===== config.mk =====
export PLATFORM = sky130hd
export DESIGN_NAME = pc_gen_btb
export DESIGN_NICKNAME = d
export VERILOG_FILES = /design/src/rtl/pc_gen_btb.sv
export SDC_FILE = /design/constraint.sdc
export NUM_CORES = 2
export LEC_CHECK = 0
export ABC_CLOCK_PERIOD_IN_PS = 5000
export BUFFER_PORTS_ARGS = -buffer_cell sky130_fd_sc_hd__clkbuf_2
export CAP_MARGIN = 5
export CORE_UTILIZATION = 55
export CTS_BUF_LIST = sky130_fd_sc_hd__clkbuf_4
export CTS_CLUSTER_DIAMETER = 80
export DETAILED_ROUTE_END_ITERATION = 16
export HOLD_SLACK_MARGIN = 0.03
export PLACE_DENSITY = 0.72
export SLEW_MARGIN = 20
export SYNTH_ARGS = -nofsm -noshare
export SYNTH_HDL_FRONTEND = slang
export SYNTH_SLANG_ARGS = --single-unit

===== constraint.sdc =====
create_clock -name clk -period 5 [get_ports clk]
set_input_delay 1 -clock clk [delete_from_list [all_inputs] [get_ports clk]]
set_output_delay 1 -clock clk [all_outputs]
set_load 0.02 [all_outputs]

===== src/rtl/pc_gen_btb.sv =====
// ---------------------------------------------------------------------------
// pc_gen_btb
//   Fetch-PC generator for the head of the IF stage. Issues one PC per
//   valid/ready handshake, follows EX redirects, and predicts taken branches
//   early using a direct-mapped branch target buffer with 2-bit saturating
//   direction counters that EX trains through resolve updates.
//
// Ports
//   clk           in   1     system clock
//   rst_n         in   1     asynchronous active-low reset
//   pc_o          out  XLEN  current fetch PC
//   pc_valid_o    out  1     pc_o is valid for IF
//   pc_ready_i    in   1     IF accepts pc_o this cycle
//   pred_taken_o  out  1     pc_o predicted taken (BTB hit and ctr[1])
//   pred_tgt_o    out  XLEN  predicted target for pc_o
//   redir_i       in   1     EX redirect (mispredict / trap / jump)
//   redir_pc_i    in   XLEN  redirect target
//   upd_valid_i   in   1     EX branch resolution strobe
//   upd_pc_i      in   XLEN  PC of the resolved branch
//   upd_taken_i   in   1     resolved direction
//   upd_tgt_i     in   XLEN  resolved target
// ---------------------------------------------------------------------------
module pc_gen_btb #(
  parameter int              XLEN      = 32,
  parameter logic [XLEN-1:0] RESET_PC  = 32'h8000_0000,
  parameter int              BTB_DEPTH = 16,
  parameter int              IDX_W     = $clog2(BTB_DEPTH)
) (
  input  logic            clk,
  input  logic            rst_n,
  output logic [XLEN-1:0] pc_o,
  output logic            pc_valid_o,
  input  logic            pc_ready_i,
  output logic            pred_taken_o,
  output logic [XLEN-1:0] pred_tgt_o,
  input  logic            redir_i,
  input  logic [XLEN-1:0] redir_pc_i,
  input  logic            upd_valid_i,
  input  logic [XLEN-1:0] upd_pc_i,
  input  logic            upd_taken_i,
  input  logic [XLEN-1:0] upd_tgt_i
);

  localparam int TAG_W = XLEN - IDX_W - 2;

  localparam logic [1:0] CTR_RESET = 2'b01;
  localparam logic [1:0] CTR_ALLOC = 2'b10;

  // Saturating 2-bit direction counter helpers.
  function automatic logic [1:0] ctr_inc(input logic [1:0] c);
    return (c == 2'b11) ? 2'b11 : c + 2'b01;
  endfunction

  function automatic logic [1:0] ctr_dec(input logic [1:0] c);
    return (c == 2'b00) ? 2'b00 : c - 2'b01;
  endfunction

  // Fetch PC register and its valid flag.
  logic [XLEN-1:0] pc_p0;
  logic            vld_p0;

  // BTB storage, held in flops so it can be cleared by reset.
  logic [BTB_DEPTH-1:0] btb_valid;
  logic [TAG_W-1:0]     btb_tag [BTB_DEPTH];
  logic [XLEN-1:0]      btb_tgt [BTB_DEPTH];
  logic [1:0]           btb_ctr [BTB_DEPTH];

  // Lookup side (combinational on the current fetch PC).
  logic [IDX_W-1:0] lk_idx;
  logic [TAG_W-1:0] lk_tag;
  logic             lk_hit;

  assign lk_idx = pc_p0[IDX_W+1:2];
  assign lk_tag = pc_p0[XLEN-1:IDX_W+2];
  assign lk_hit = btb_valid[lk_idx] && (btb_tag[lk_idx] == lk_tag);

  // Gated by valid so no prediction is ever shown while the PC is not issued.
  assign pred_taken_o = vld_p0 && lk_hit && btb_ctr[lk_idx][1];
  assign pred_tgt_o   = btb_tgt[lk_idx];
  assign pc_o         = pc_p0;
  assign pc_valid_o   = vld_p0;

  // Update side (indexed by the resolved branch PC).
  logic [IDX_W-1:0] up_idx;
  logic [TAG_W-1:0] up_tag;
  logic             up_hit;

  assign up_idx = upd_pc_i[IDX_W+1:2];
  assign up_tag = upd_pc_i[XLEN-1:IDX_W+2];
  assign up_hit = btb_valid[up_idx] && (btb_tag[up_idx] == up_tag);

  // Byte-offset bits of instruction addresses carry no information here.
  logic unused_lsbs;
  assign unused_lsbs = ^{upd_pc_i[1:0], redir_pc_i[1:0]};

  // Next-PC selection: redirect, then handshake advance, else hold.
  logic            handshake;
  logic [XLEN-1:0] pc_seq;
  logic [XLEN-1:0] pc_nxt;

  assign handshake = vld_p0 && pc_ready_i;
  assign pc_seq    = pc_p0 + XLEN'(4);

  always_comb begin
    pc_nxt = pc_p0;
    if (redir_i) begin
      pc_nxt = {redir_pc_i[XLEN-1:2], 2'b00};
    end else if (handshake) begin
      pc_nxt = pred_taken_o ? pred_tgt_o : pc_seq;
    end
  end

  // ---- stage p0: fetch PC register ----
  always_ff @(posedge clk or negedge rst_n) begin
    if (!rst_n) begin
      pc_p0  <= RESET_PC;
      vld_p0 <= 1'b0;
    end else begin
      pc_p0  <= pc_nxt;
      vld_p0 <= 1'b1;
    end
  end

  // ---- BTB write port: lookups this cycle see the old contents ----
  always_ff @(posedge clk or negedge rst_n) begin
    if (!rst_n) begin
      btb_valid <= '0;
      for (int i = 0; i < BTB_DEPTH; i++) begin
        btb_tag[i] <= '0;
        btb_tgt[i] <= '0;
        btb_ctr[i] <= CTR_RESET;
      end
    end else if (upd_valid_i) begin
      if (up_hit) begin
        if (upd_taken_i) begin
          btb_ctr[up_idx] <= ctr_inc(btb_ctr[up_idx]);
          btb_tgt[up_idx] <= upd_tgt_i;
        end else begin
          btb_ctr[up_idx] <= ctr_dec(btb_ctr[up_idx]);
        end
      end else if (upd_taken_i) begin
        // Allocate or evict whatever aliases into this slot.
        btb_valid[up_idx] <= 1'b1;
        btb_tag[up_idx]   <= up_tag;
        btb_tgt[up_idx]   <= upd_tgt_i;
        btb_ctr[up_idx]   <= CTR_ALLOC;
      end
    end
  end

endmodule


After elaboration in Yosys (flattened, before gate mapping) --
Index checks and enable logic that the tools add are counted.
Word-level totals: output and inout bits 66, input port bits 102, register bits 1009, word-level logic and storage cells 122
Cells by class: mux-type cells 39, reductions and logical operators 13, $lt $le $gt $ge 6, bitwise logic cells 7, $add $sub $neg 3, eq/ne operators 3
Operator list (count):
- $bwmux W512 | 1
- $bwmux W416 | 1
- $mux W32 | 9
- $bmux W26 S4 | 2
- $mux W26 | 5
- $bmux W32 S4 | 1
- $demux W32 S4 | 1
- $demux W26 S4 | 1
- $bwmux W32 | 2
- $eq A26 B26 Y1 | 2
- $add A32 B3 Y32 const B | 1
- $or A16 B16 Y16 | 2
- $and A16 B16 Y16 | 1
- $bmux W2 S4 | 2
- $not A16 Y16 | 1
- $mux W2 | 7
- $ge A5 B5 Y1 const B | 2
- $lt A4 B5 Y1 const B | 2
- $not A4 Y5 | 2
- $bmux W1 S4 | 2
- $demux W2 S4 | 1
- $logic_and A1 B1 Y1 | 7
- $lt A5 B1 Y1 const B | 1
- $demux W1 S4 | 1
- 10 further kinds | 14

Logic depth before layout (Yosys ltp) --
depth after elaboration 11, gate-level depth with buffers 19, mapped depth without buffers 10

Least setup slack after synthesis --
Ideal clock, no wire load.
path kind input-to-reg, start point input port upd_pc_i[2], end point register btb_tag[188] in the netlist's numbering, setup slack 5 ps, setup time 125 ps, path buffers 7, data required time 4875 ps, arrival 4870 ps, stages on the path 15, cell sequence buf_6 > buf_6 > buf_6 > buf_2 > mux4_2 > mux4_2 > xnor2_1 > nand3_1 > or4_1 > or4_4 > buf_6 > buf_6 > nand2_4 > buf_4 > mux2_2
On the way: longest elaborated chain between the ends 8, elaborated cells on any way between the ends 16, those cells by class 2 x order compare; 1 x eq/ne; 8 x mux; 2 x bitwise; 3 x reduce/logical
Ends and longest elaborated chain:
- from (decl) | RTL line 39 | input logic [XLEN-1:0] upd_pc_i,
- $not A4 Y5 (implied by the code) | RTL line 90, 144
- $bmux W26 S4 | RTL line 90 | assign up_hit = btb_valid[up_idx] && (btb_tag[up_idx] == up_tag);
- $mux W26 (implied by the code) (2 in series) | RTL line 90
- $eq A26 B26 Y1 | RTL line 90
- $logic_and A1 B1 Y1 | RTL line 90
- $not A1 Y1 (no source line)
- $reduce_and A3 Y1 (no source line)
- to (signal, indexed assignment) | RTL line 144 | btb_tag[up_idx] <= up_tag;
- to (decl) | RTL line 64 | logic [TAG_W-1:0] btb_tag [BTB_DEPTH];
Several ways; a longest one is shown, not always the timed one. The select of a mux whose other input is x is not followed. A chain may end at the register's enable or synchronous reset.

Worst setup path after layout --
start point register pc_p0[3], in the netlist pc_o[3], end point output port pred_taken_o
On the way: longest elaborated chain between the ends 8, elaborated cells on any way between the ends 13, those cells by class 1 x eq/ne; 8 x mux; 1 x bitwise; 3 x reduce/logical
Ends and longest elaborated chain:
- from (decl) | RTL line 59 | logic [XLEN-1:0] pc_p0;
- from (signal assigned) | RTL line 119 | pc_p0 <= pc_nxt;
- $not A4 Y5 (implied by the code) | RTL line 75, 78
- $bmux W26 S4 | RTL line 75 | assign lk_hit = btb_valid[lk_idx] && (btb_tag[lk_idx] == lk_tag);
- $mux W26 (implied by the code) (2 in series) | RTL line 75
- $eq A26 B26 Y1 | RTL line 75
- $logic_and A1 B1 Y1 | RTL line 75
- $logic_and A1 B1 Y1 | RTL line 78 | assign pred_taken_o = vld_p0 && lk_hit && btb_ctr[lk_idx][1];
- $logic_and A1 B1 Y1 (*) | RTL line 78
- to (decl) | RTL line 34 | output logic pred_taken_o,
Every way passes the cells marked *; elsewhere a longest branch is shown, timed or not. The select of a mux whose other input is x is not followed.

==> impl_metrics.yaml <==
logic_synthesis:
  syn_inst: 3463
  synth_fa_ha_area_share_pct: 0.0636
  synth_top_cell_area_share_pct: 48.5
  synthMuxAreaShare_pct: 39.7
  synthTopCellsByCount: "dfrtp_1, mux2_2, mux4_2, clkbuf_1, mux2i_1"
  synth-edff-count: 0
  synth_top_family_by_area: "multiplexers"
  synth_seq_area_share_pct: 49.4
  synth.area.top_cells: "dfrtp_1, mux2_2, mux4_2"
  synth_cell_types: 75
  syn_nets: 3566
  ys_warn_count: 0
  synth_ff_type: "dfrtp_1"
  synthXorXnorAreaFrac_pct: 1.27
  syn_area_um2: 51200
  synth_most_common_cell: "dfrtp_1"
  synthSimpleGateAreaFrac_pct: 4.18
  async_flop_share_pct: 100
  synth_top_area_cell: "dfrtp_1"
  synth-compound-area-share_pct: 2.55
  avgSynthCellArea_um2: 14.8
  ys_ff_latch: 1009
routing:
  firstDrtPassIters: 5
  ant_nets: 0
  wl_mm: 154
  wl_per_cell_um: 29.5
  drt_iter0_markers: 3157
  vias: 34002
  drc: 0
  vias_per_cell: 6.49
clock_network:
  cts-root-buf: "clkbuf_4"
  htreeDepth: 5
  clk_latency_ns: 1.24
  cts_buffer_depth: 4
  numCtsBuffers: 291
  clk_pin_slew_worst_paths_ns: 0.07
  clock-sinks: 1009
  cts_tree: "done"
place:
  post-place-cells: 4724
  io_buffers: 163
  hpwl_mm: 98.9
  gp_congestion: 0.941
  pre_cts_ws_ns: -0.452
cells_and_area:
  seq_area_um2: 25300
  final_cells: 5236
  layout-drive-gt1-share_pct: 54.9
  fill_cells: 6763
  finish.net_count: 3913
  multi_input_area_um2: 24700
  synthToLayoutAreaGrowth_pct: 14.6
sta:
  clock.fmax_mhz: 189
  hold_viol: 0
  period_share_pct: 106
  worst_slack_ns: -0.295
  fin_crit_ns: 5.29
  maxSlewViolCount: 0
  tightest_slew_ns: 1.03
  setup_viol: 1
  rsz0062_at_grt: "true"
  skew_ns: 0.0996
  maxSlewHeadroom_pct: 31.0
grt:
  grt_pass1_vias: 36348
  grtUsageTotal_pct: 33.5
  grt_max_degree: 136
  grt_pass1_wl_mm: 232
  antenna_found_initial: 8
  grt-ovfl-total: 0
floorplan:
  coreArea_um2: 91900
  die_w_um: 307
  rows: 111
  pin_count: 168
  dieArea_um2: 94300
  start_util_pct: 55.7
  die_h_um: 307
worst_setup_path:
  critPathCaptureType: "primary output"
  cp.required_ns: 4.00
  start_kind: "register"
  cp_max_fo: 21
  arrival_ns: 4.29
  critPathKind: "register to primary output"
power_and_ir_drop:
  p_per_area_nw_per_um2: 406
  vdd_drop_max_mv: 0.246
  leakage_nw: 26.2
flow_run:
  maxCapViolCount: 0
outcome:
  violations: "setup timing"
  status: "finished with violations"
worst_hold_path:
  hp-class: "primary input to register"
cell families (layout without fill, tap and decap cells):
family / count (synthesis) / after routing
adders and majority gates: 3 / 3
AOI/OAI and AO/OA: 192 / 192
xor gates and xnor gates: 74 / 74
and+or+nand+nor: 400 / 400
other: 1 / 16
buffers and inverters: 340 / 855
muxes: 1444 / 1444
DFF: 1009 / 1009
cell type report:
class                      instances  area share, %
clock buffer                     399           5.11
inverter                           9         0.0683
antenna                           15         0.0640
tap                             1243           2.65
clock inverter                    62          0.689
sequential                      1009           43.1
multi-input combinational       2114           42.1
timing repair buffer             385           6.19
metrics by stage:
step	util [%]	power [mW]	cell area (um^2)	hold WS, ns	TNS (ns)
after CTS	63.6	23.9	58400	0.0383	-0.368
after floorplan	-	14.3	51200	0.443	0
after detailed placement	59.3	16.3	54500	0.477	-111.51
after global placement	59.3	15.9	54500	0.457	-105.77
final	63.8	23.8	58600	0.0959	-0.295
after global routing	63.8	24.9	58600	0.0585	-0.367
cell usage in the layout (no fill, tap or decap), types with 17 or more instances in the layout:
cell,count
a21oi_1,39
dfstp_2,17
nor2_1,65
mux4_2,368
xnor2_1,46
clkbuf_4,399
nand3_1,41
nand2b_1,18
buf_4,129
and3_1,30
mux2i_1,128
nand2_1,60
xor2_1,27
o21ai_0,41
buf_12,70
nor3_1,48
clkbuf_2,158
mux2_4,19
clkinv_1,47
dfrtp_1,988
mux2_2,923
power by group:
| part | total (mW) | switching [mW] | internal, mW |
|---|---|---|---|
| sequential | 10.7 | 1.05 | 9.70 |
| clock | 7.44 | 3.48 | 3.96 |
| combinational | 5.65 | 2.57 | 3.09 |
state kept, by name, indices dropped and copies added (netlist names):
name / flops
btb_tgt: 512
pc_valid_o: 1
btb_tag: 416
pc_o: 32
btb_ctr: 32
btb_valid: 16
worst max-delay path, cell delays in order, from the launching register on:
cell	delay, ns
dfrtp_4	0.48
buf_12	0.23
buf_4	0.22
mux4_2	0.52
mux2i_1	0.19
xor2_1	0.34
a2bb2oi_1	0.17
or2_2	0.34
nor4_2	0.26
buf_4	0.19
buf_8	0.11
final timing paths:
check	to	from	cells after the start	slack [ns]
worst max-delay path	pred_taken_o	pc_o[3]$_DFFE_PN0P_	10	-0.29
worst min-delay path	pc_o[18]$_DFFE_PN0P_	redir_pc_i[18]	3	0.1
worst max register to register	btb_ctr[14]$_DFFE_PN1P_	btb_tag[11]$_DFFE_PN0P_	10	0.49
worst min register to register	btb_ctr[30]$_DFFE_PN1P_	btb_ctr[30]$_DFFE_PN1P_	2	0.49
max in group asynchronous	btb_tgt[219]$_DFFE_PN0P_	rst_n	3	3.22
min in group asynchronous	btb_tgt[227]$_DFFE_PN0P_	rst_n	2	0.45
per-layer routing:
| metal | vias up | wire, um | part of all wire (%) | global-route usage, % |
|---|---|---|---|---|
| met5 | - | 36 | 0.023 | 0 |
| met2 | 1635 | 74100 | 48 | 52.7 |
| met4 | 6 | 7010 | 4.5 | 16.1 |
| met1 | 17946 | 59200 | 38 | 43.6 |
| met3 | 418 | 14000 | 9.0 | 8.61 |
| li1 | 13997 | - | - | - |
what timing repair did:
| item | CTS | global route |
|---|---|---|
| cloned | 5 | 2 |
| hold endpoints to repair | 94 | 0 |
| endpoints found under the setup margin | 33 | 6 |
| hold buffers | 8 | 0 |
| resized for setup | 28 | 16 |
| pin swaps | 5 | 9 |
| buffers inserted | 13 | 9 |
No activity file was read; power rests on OpenSTA's default activity.
